$ cat config.mk
export PLATFORM = sky130hd
export DESIGN_NAME = interval_timer_ctrl
export DESIGN_NICKNAME = d
export VERILOG_FILES = /design/src/rtl/timer_pkg.sv /design/src/rtl/Generic_counter.sv /design/src/rtl/interval_timer_ctrl.sv
export SDC_FILE = /design/constraint.sdc
export NUM_CORES = 1
export LEC_CHECK = 0
export CORE_ASPECT_RATIO = 1.75
export CORE_MARGIN = 5
export CORE_UTILIZATION = 49
export DETAILED_ROUTE_END_ITERATION = 7
export PLACE_DENSITY = 0.75
export REMOVE_ABC_BUFFERS = 1
export SLEW_MARGIN = 20
export SYNTH_ARGS = -nofsm -noshare
export SYNTH_HDL_FRONTEND = slang
export SYNTH_SLANG_ARGS = --single-unit
$ cat constraint.sdc
create_clock -name CLK -period 2.3 [get_ports CLK]
set_clock_uncertainty 0.1 [all_clocks]
set_input_delay 0.46 -clock CLK [delete_from_list [all_inputs] [get_ports CLK]]
set_output_delay 0.46 -clock CLK [all_outputs]
set_load 0.03 [all_outputs]
$ cat src/rtl/timer_pkg.sv
// Shared definitions for the interval timer: state encodings, register offsets
// inside the 4-byte window, CTRL bit positions and the STATUS byte layout.
package timer_pkg;

  typedef enum logic [1:0] {
    ST_IDLE   = 2'd0,
    ST_RUN    = 2'd1,
    ST_DONE   = 2'd2,
    ST_UNUSED = 2'd3
  } timer_state_e;

  localparam logic [1:0] CTRL_OFS     = 2'd0;
  localparam logic [1:0] INTERVAL_OFS = 2'd1;
  localparam logic [1:0] REMAIN_OFS   = 2'd2;
  localparam logic [1:0] STATUS_OFS   = 2'd3;

  localparam int CTRL_EN_BIT       = 0;
  localparam int CTRL_PERIODIC_BIT = 1;
  localparam int CTRL_IRQ_EN_BIT   = 2;

  function automatic logic [7:0] status_byte(input timer_state_e st,
                                             input logic ovr,
                                             input logic raise);
    return {4'b0000, st, ovr, raise};
  endfunction

endpackage

$ cat src/rtl/Generic_counter.sv
// Free-running modulo-(CTR_MAX+1) counter. OUT_TRIG is a registered one-cycle
// pulse in the cycle after the count has sat at CTR_MAX.
module Generic_counter #(
  parameter int CTR_WIDTH = 4,
  parameter int CTR_MAX   = 9
) (
  input  logic CLK,
  input  logic RESET,
  input  logic ENABLE,
  output logic OUT_TRIG
);

  localparam logic [CTR_WIDTH-1:0] MAX_V = CTR_MAX[CTR_WIDTH-1:0];

  logic [CTR_WIDTH-1:0] count_q;

  always_ff @(posedge CLK) begin
    if (RESET) begin
      count_q  <= '0;
      OUT_TRIG <= 1'b0;
    end else if (ENABLE) begin
      OUT_TRIG <= (count_q == MAX_V);
      if (count_q == MAX_V) count_q <= '0;
      else                  count_q <= count_q + 1'b1;
    end else begin
      OUT_TRIG <= 1'b0;
    end
  end

endmodule

$ cat src/rtl/interval_timer_ctrl.sv
// Memory-mapped interval timer: prescaled tick, programmable interval, one-shot
// or periodic expiry, and a level interrupt held until acknowledged.
module interval_timer_ctrl
  import timer_pkg::*;
#(
  parameter int         PRESCALE_WIDTH = 17,
  parameter int         PRESCALE_MAX   = 99999,
  parameter logic [7:0] BASE_ADDR      = 8'hF0
) (
  input  logic       CLK,
  input  logic       RESET,
  input  logic [7:0] BUS_ADDR,
  input  logic       BUS_WE,
  input  logic [7:0] BUS_DATA_IN,
  output logic [7:0] BUS_DATA_OUT,
  output logic       BUS_DATA_OE,
  output logic       BUS_INTERRUPT_RAISE,
  input  logic       BUS_INTERRUPT_ACK
);

  // Bus protocol: a write is a single-cycle BUS_WE strobe taking effect at the
  // closing edge; a read (BUS_WE=0 inside the window) is answered in the next
  // cycle with BUS_DATA_OE high for exactly that one cycle. No back-pressure.
  logic       in_win, wr_any, rd_any;
  logic [1:0] ofs;
  logic       ctrl_wr, interval_wr, restart_wr;
  logic       reload, disable_wr, tick, tick_ok, expiry, pre_reset;

  logic [2:0]   ctrl_q;
  logic [7:0]   interval_q, remain_q, remain_d, rd_mux;
  timer_state_e state_q, state_d;
  logic         raise_q, overrun_q;

  assign in_win      = (BUS_ADDR[7:2] == BASE_ADDR[7:2]);
  assign ofs         = BUS_ADDR[1:0];
  assign wr_any      = BUS_WE & in_win;
  assign rd_any      = ~BUS_WE & in_win;
  assign ctrl_wr     = wr_any & (ofs == CTRL_OFS);
  assign interval_wr = wr_any & (ofs == INTERVAL_OFS);
  assign restart_wr  = wr_any & (ofs == STATUS_OFS);
  assign disable_wr  = ctrl_wr & ~BUS_DATA_IN[CTRL_EN_BIT];
  assign reload      = (ctrl_wr & BUS_DATA_IN[CTRL_EN_BIT]) | (restart_wr & ctrl_q[CTRL_EN_BIT]);
  // Any bus write in the tick cycle swallows that tick.
  assign tick_ok     = tick & ~wr_any;
  assign pre_reset   = RESET | (state_q != ST_RUN) | reload;

  Generic_counter #(
    .CTR_WIDTH (PRESCALE_WIDTH),
    .CTR_MAX   (PRESCALE_MAX)
  ) u_prescaler (
    .CLK      (CLK),
    .RESET    (pre_reset),
    .ENABLE   (state_q == ST_RUN),
    .OUT_TRIG (tick)
  );

  always_comb begin
    state_d  = state_q;
    remain_d = remain_q;
    expiry   = 1'b0;
    if (disable_wr) begin
      state_d  = ST_IDLE;
      remain_d = 8'd0;
    end else if (reload) begin
      state_d  = ST_RUN;
      remain_d = interval_q;
    end else begin
      case (state_q)
        ST_RUN: begin
          if (tick_ok) begin
            // REMAIN=0 after a load of interval 0 wraps to 255, giving 256 ticks.
            if (remain_q == 8'd1) begin
              expiry = 1'b1;
              if (ctrl_q[CTRL_PERIODIC_BIT]) begin
                remain_d = interval_q;
              end else begin
                remain_d = 8'd0;
                state_d  = ST_DONE;
              end
            end else begin
              remain_d = remain_q - 8'd1;
            end
          end
        end
        ST_IDLE, ST_DONE: begin
        end
        default: begin
          state_d  = ST_IDLE;
          remain_d = 8'd0;
        end
      endcase
    end
  end

  always_ff @(posedge CLK) begin
    if (RESET) begin
      state_q    <= ST_IDLE;
      remain_q   <= 8'd0;
      ctrl_q     <= 3'd0;
      interval_q <= 8'd1;
    end else begin
      state_q  <= state_d;
      remain_q <= remain_d;
      if (ctrl_wr)     ctrl_q     <= BUS_DATA_IN[2:0];
      if (interval_wr) interval_q <= BUS_DATA_IN;
    end
  end

  // A new expiry beats a coincident ACK.
  always_ff @(posedge CLK) begin
    if (RESET) begin
      raise_q   <= 1'b0;
      overrun_q <= 1'b0;
    end else if (expiry && ctrl_q[CTRL_IRQ_EN_BIT]) begin
      raise_q <= 1'b1;
      if (raise_q && !BUS_INTERRUPT_ACK) overrun_q <= 1'b1;
    end else if (BUS_INTERRUPT_ACK) begin
      raise_q   <= 1'b0;
      overrun_q <= 1'b0;
    end
  end

  always_comb begin
    rd_mux = 8'h00;
    case (ofs)
      CTRL_OFS:     rd_mux = {5'b00000, ctrl_q};
      INTERVAL_OFS: rd_mux = interval_q;
      REMAIN_OFS:   rd_mux = remain_q;
      STATUS_OFS:   rd_mux = status_byte(state_q, overrun_q, raise_q);
      default:      rd_mux = 8'h00;
    endcase
  end

  always_ff @(posedge CLK) begin
    if (RESET) begin
      BUS_DATA_OE  <= 1'b0;
      BUS_DATA_OUT <= 8'h00;
    end else begin
      BUS_DATA_OE  <= rd_any;
      BUS_DATA_OUT <= rd_any ? rd_mux : 8'h00;
    end
  end

  assign BUS_INTERRUPT_RAISE = raise_q;

endmodule
==> out/qor.csv <==
metric;value;unit
Crit path required time;2.40;ns
Vias/cell;5.74;
Setup CP Type;input port to flop;
Worst setup SP type;input port;
WL/cell;16.0;µm
Synth async-reset ratio;0;%
CTS tree;yes;
I/O Buffers;29;
Die Span X;62.6;µm
sequential share of the synthesized area;42.2;%
Lkg Pwr;1.06;nW
crit-path max FO;8;
Worst Tran Pin Value;0.622;ns
Max Root-Sink Buffers;2;
DR iter-0 viols;73;
detailed-route via count;2108;
Top FF cell, synth;dfxtp_1;
number of remaining DRC errors;0;
final worst slack;0.0537;ns
clock transition at the registers of the reported paths;0.09;ns
max cap viols;0;
Max Clk Rate;445;MHz
DP Cell Count;359;
crit path cell chain;clkdlybuf4s50_1 -> or3b_2 -> a211oi_4 -> buf_4 -> a221oi_2 -> a2111oi_2;
Sw Pwr;0.323;mW
Power Dens Cells;515;nW/µm²
post-route non-filler standard cell count;367;
cells after synthesis;258;
worst path arrival time;2.34;ns
diodes inserted;0;
DRT Pass-1 Iters;4;
Netlist cell types;55;
Nets;337;
RSZ-0062 raised after global routing;no;
slowest stage cell, crit path;or3b_2;
Initial Util;50.4;%
CORE AREA;4710;µm²
worst-skew pair later-pin latency;0.30;ns
Clock Sink Count;50;
Comb pwr share;5.6;%
Seq cells post-synth;50;
worst slack at placement;-0.396;ns
run status;completed;
Sw Ratio;20.6;%
Pins Over Slew Limit;0;
Overall Power;1.57;mW
CTS Buf Count;5;
initial antenna violation count;0;
minimum clock period after layout;2.25;ns
layout cells sized above 1;15.2;%
CP peak stage delay;0.52;ns
endpoints failing setup;0;
CP endpoint kind;flop;
GPL Wtd Cong;0.922;
Rows;33;
Slew headroom;58.5;%
pin count of the biggest net entering global routing;17;
H-tree depth;2;
die area;6390;µm²
Total GRT Usage;19.8;%
Worst VDD drop;0.492;mV
synth warn;0;
fin crit share;97.7;%
endpoints failing hold;0;
Pint;1.24;mW
Synth-to-Final Area Change;28.3;%
Post-synth EDFFs;0;
sequential power share;55.2;%
vias in the first global route;2197;
Top Ports;30;
Die Y;102;µm
hpwl dp;4460;µm
wirelength, routed;5880;µm
worst min-delay path class;flop to flop;
Synth Cell Area;2370;µm²
Mapped Avg Cell Area;9.19;µm²
Root Driver;clkbuf_8;
# hold bufs at CTS;0;
gr ovfl total;0;
first-pass GRT wire length;10100;µm
Clk pwr share;39.2;%
Final ANT Viol Nets;0;
-- synthesized netlist by cell type, drive strengths merged, types with 4 or more instances --
cell | number | share of area, %
o21ai | 5 | 1.1
a22oi | 5 | 1.6
nor4b | 4 | 2.1
nand2 | 16 | 2.5
nand3 | 9 | 1.9
xnor2 | 8 | 3.0
and3 | 8 | 2.1
mux2i | 9 | 3.8
a21oi | 9 | 1.9
nor2 | 44 | 7.0
dfxtp | 50 | 42
nand4 | 5 | 1.3
buf | 4 | 1.4
xor2 | 8 | 3.0
inv | 9 | 1.4
nor2b | 5 | 1.3
a31oi | 4 | 1.1
nor3 | 8 | 1.7
-- stage by stage --
stage | setup TNS, ns | hold WS, ns | util, % | instance area, µm²
after global routing | 0 | 0.373 | 64.7 | 3040
after detailed placement | -5.92 | 0.341 | 61.9 | 2910
after CTS | 0 | 0.361 | 64.3 | 3030
after global placement | -5.43 | 0.333 | 61.9 | 2910
after floorplan | -0.0409 | 0.318 | - | 2330
final | 0 | 0.353 | 64.7 | 3040
-- worst max-delay path: cells and delay by family --
family          cells  cell delay, ns
buf+inv             2            0.67
compound gates      3            0.69
simple gates        1            0.52
-- layout make-up --
class,count,area (µm²)
multi-input combinational,192,1310
clock buffer,6,72.6
inverter,9,33.8
tap,52,65.1
fill,394,1660
timing repair buffer,56,522
clock inverter,2,37.5
sequential,50,1000
-- sequential cells by signal, indices dropped and copies added, names as in the netlist, 2 cells and up --
signal and flops:
interval_q 8, remain_q 8, u_prescaler.count_q 17, BUS_DATA_OUT 8
state_q 2, ctrl_q 3
-- logic make-up after synthesis --
family / synth area share [%]
flops: 42.2
buf+inv: 3.27
fa+ha+maj: 1.58
xor+xnor: 5.91
compound gates: 12.7
mux: 7.75
simple gates: 26.6
-- placed cells by master, fill, tap and decap left out, drive strengths merged, types with 9 or more instances in the layout --
cell,n
dfxtp,50
buf,27
nor2,44
clkdlybuf4s50,29
mux2i,9
inv,9
nand2,16
nand3,9
a21oi,9
-- per-layer routing --
layer	track usage, %	wire length, µm
met1	19.9	2160
met2	36.9	3250
met3	3.74	178
met4	12.4	298
met5	0	0
-- final timing paths --
| kind | startpoint | endpoint | slack, ns | cells after the start |
|---|---|---|---|---|
| worst min-delay path | u_prescaler.count_q[0]$_SDFFE_PP0P_ | u_prescaler.count_q[0]$_SDFFE_PP0P_ | 0.35 | 1 |
| worst min register to register | u_prescaler.count_q[0]$_SDFFE_PP0P_ | u_prescaler.count_q[0]$_SDFFE_PP0P_ | 0.35 | 1 |
| worst max-delay path | BUS_ADDR[1] | remain_q[4]$_SDFFE_PP0P_ | 0.05 | 6 |
| worst max register to register | remain_q[5]$_SDFFE_PP0P_ | remain_q[4]$_SDFFE_PP0P_ | 0.13 | 5 |
-- repair_timing --
item                                    CTS  global route
gates resized for setup                   1             3
endpoints found under the setup margin    5             2
setup buffers                             0             0
pin swaps                                 0             1
-- power by group through the flow --
stage	combinational, mW	clock (mW)	sequential, mW
after floorplan	0.0185	0	0.886
final	0.0877	0.614	0.866
after detailed placement	0.0865	0	0.886
after global placement	0.0854	0	0.886
after CTS	0.0872	0.625	0.866
after global routing	0.0940	0.672	0.866
No activity file was read; power rests on OpenSTA's default activity.
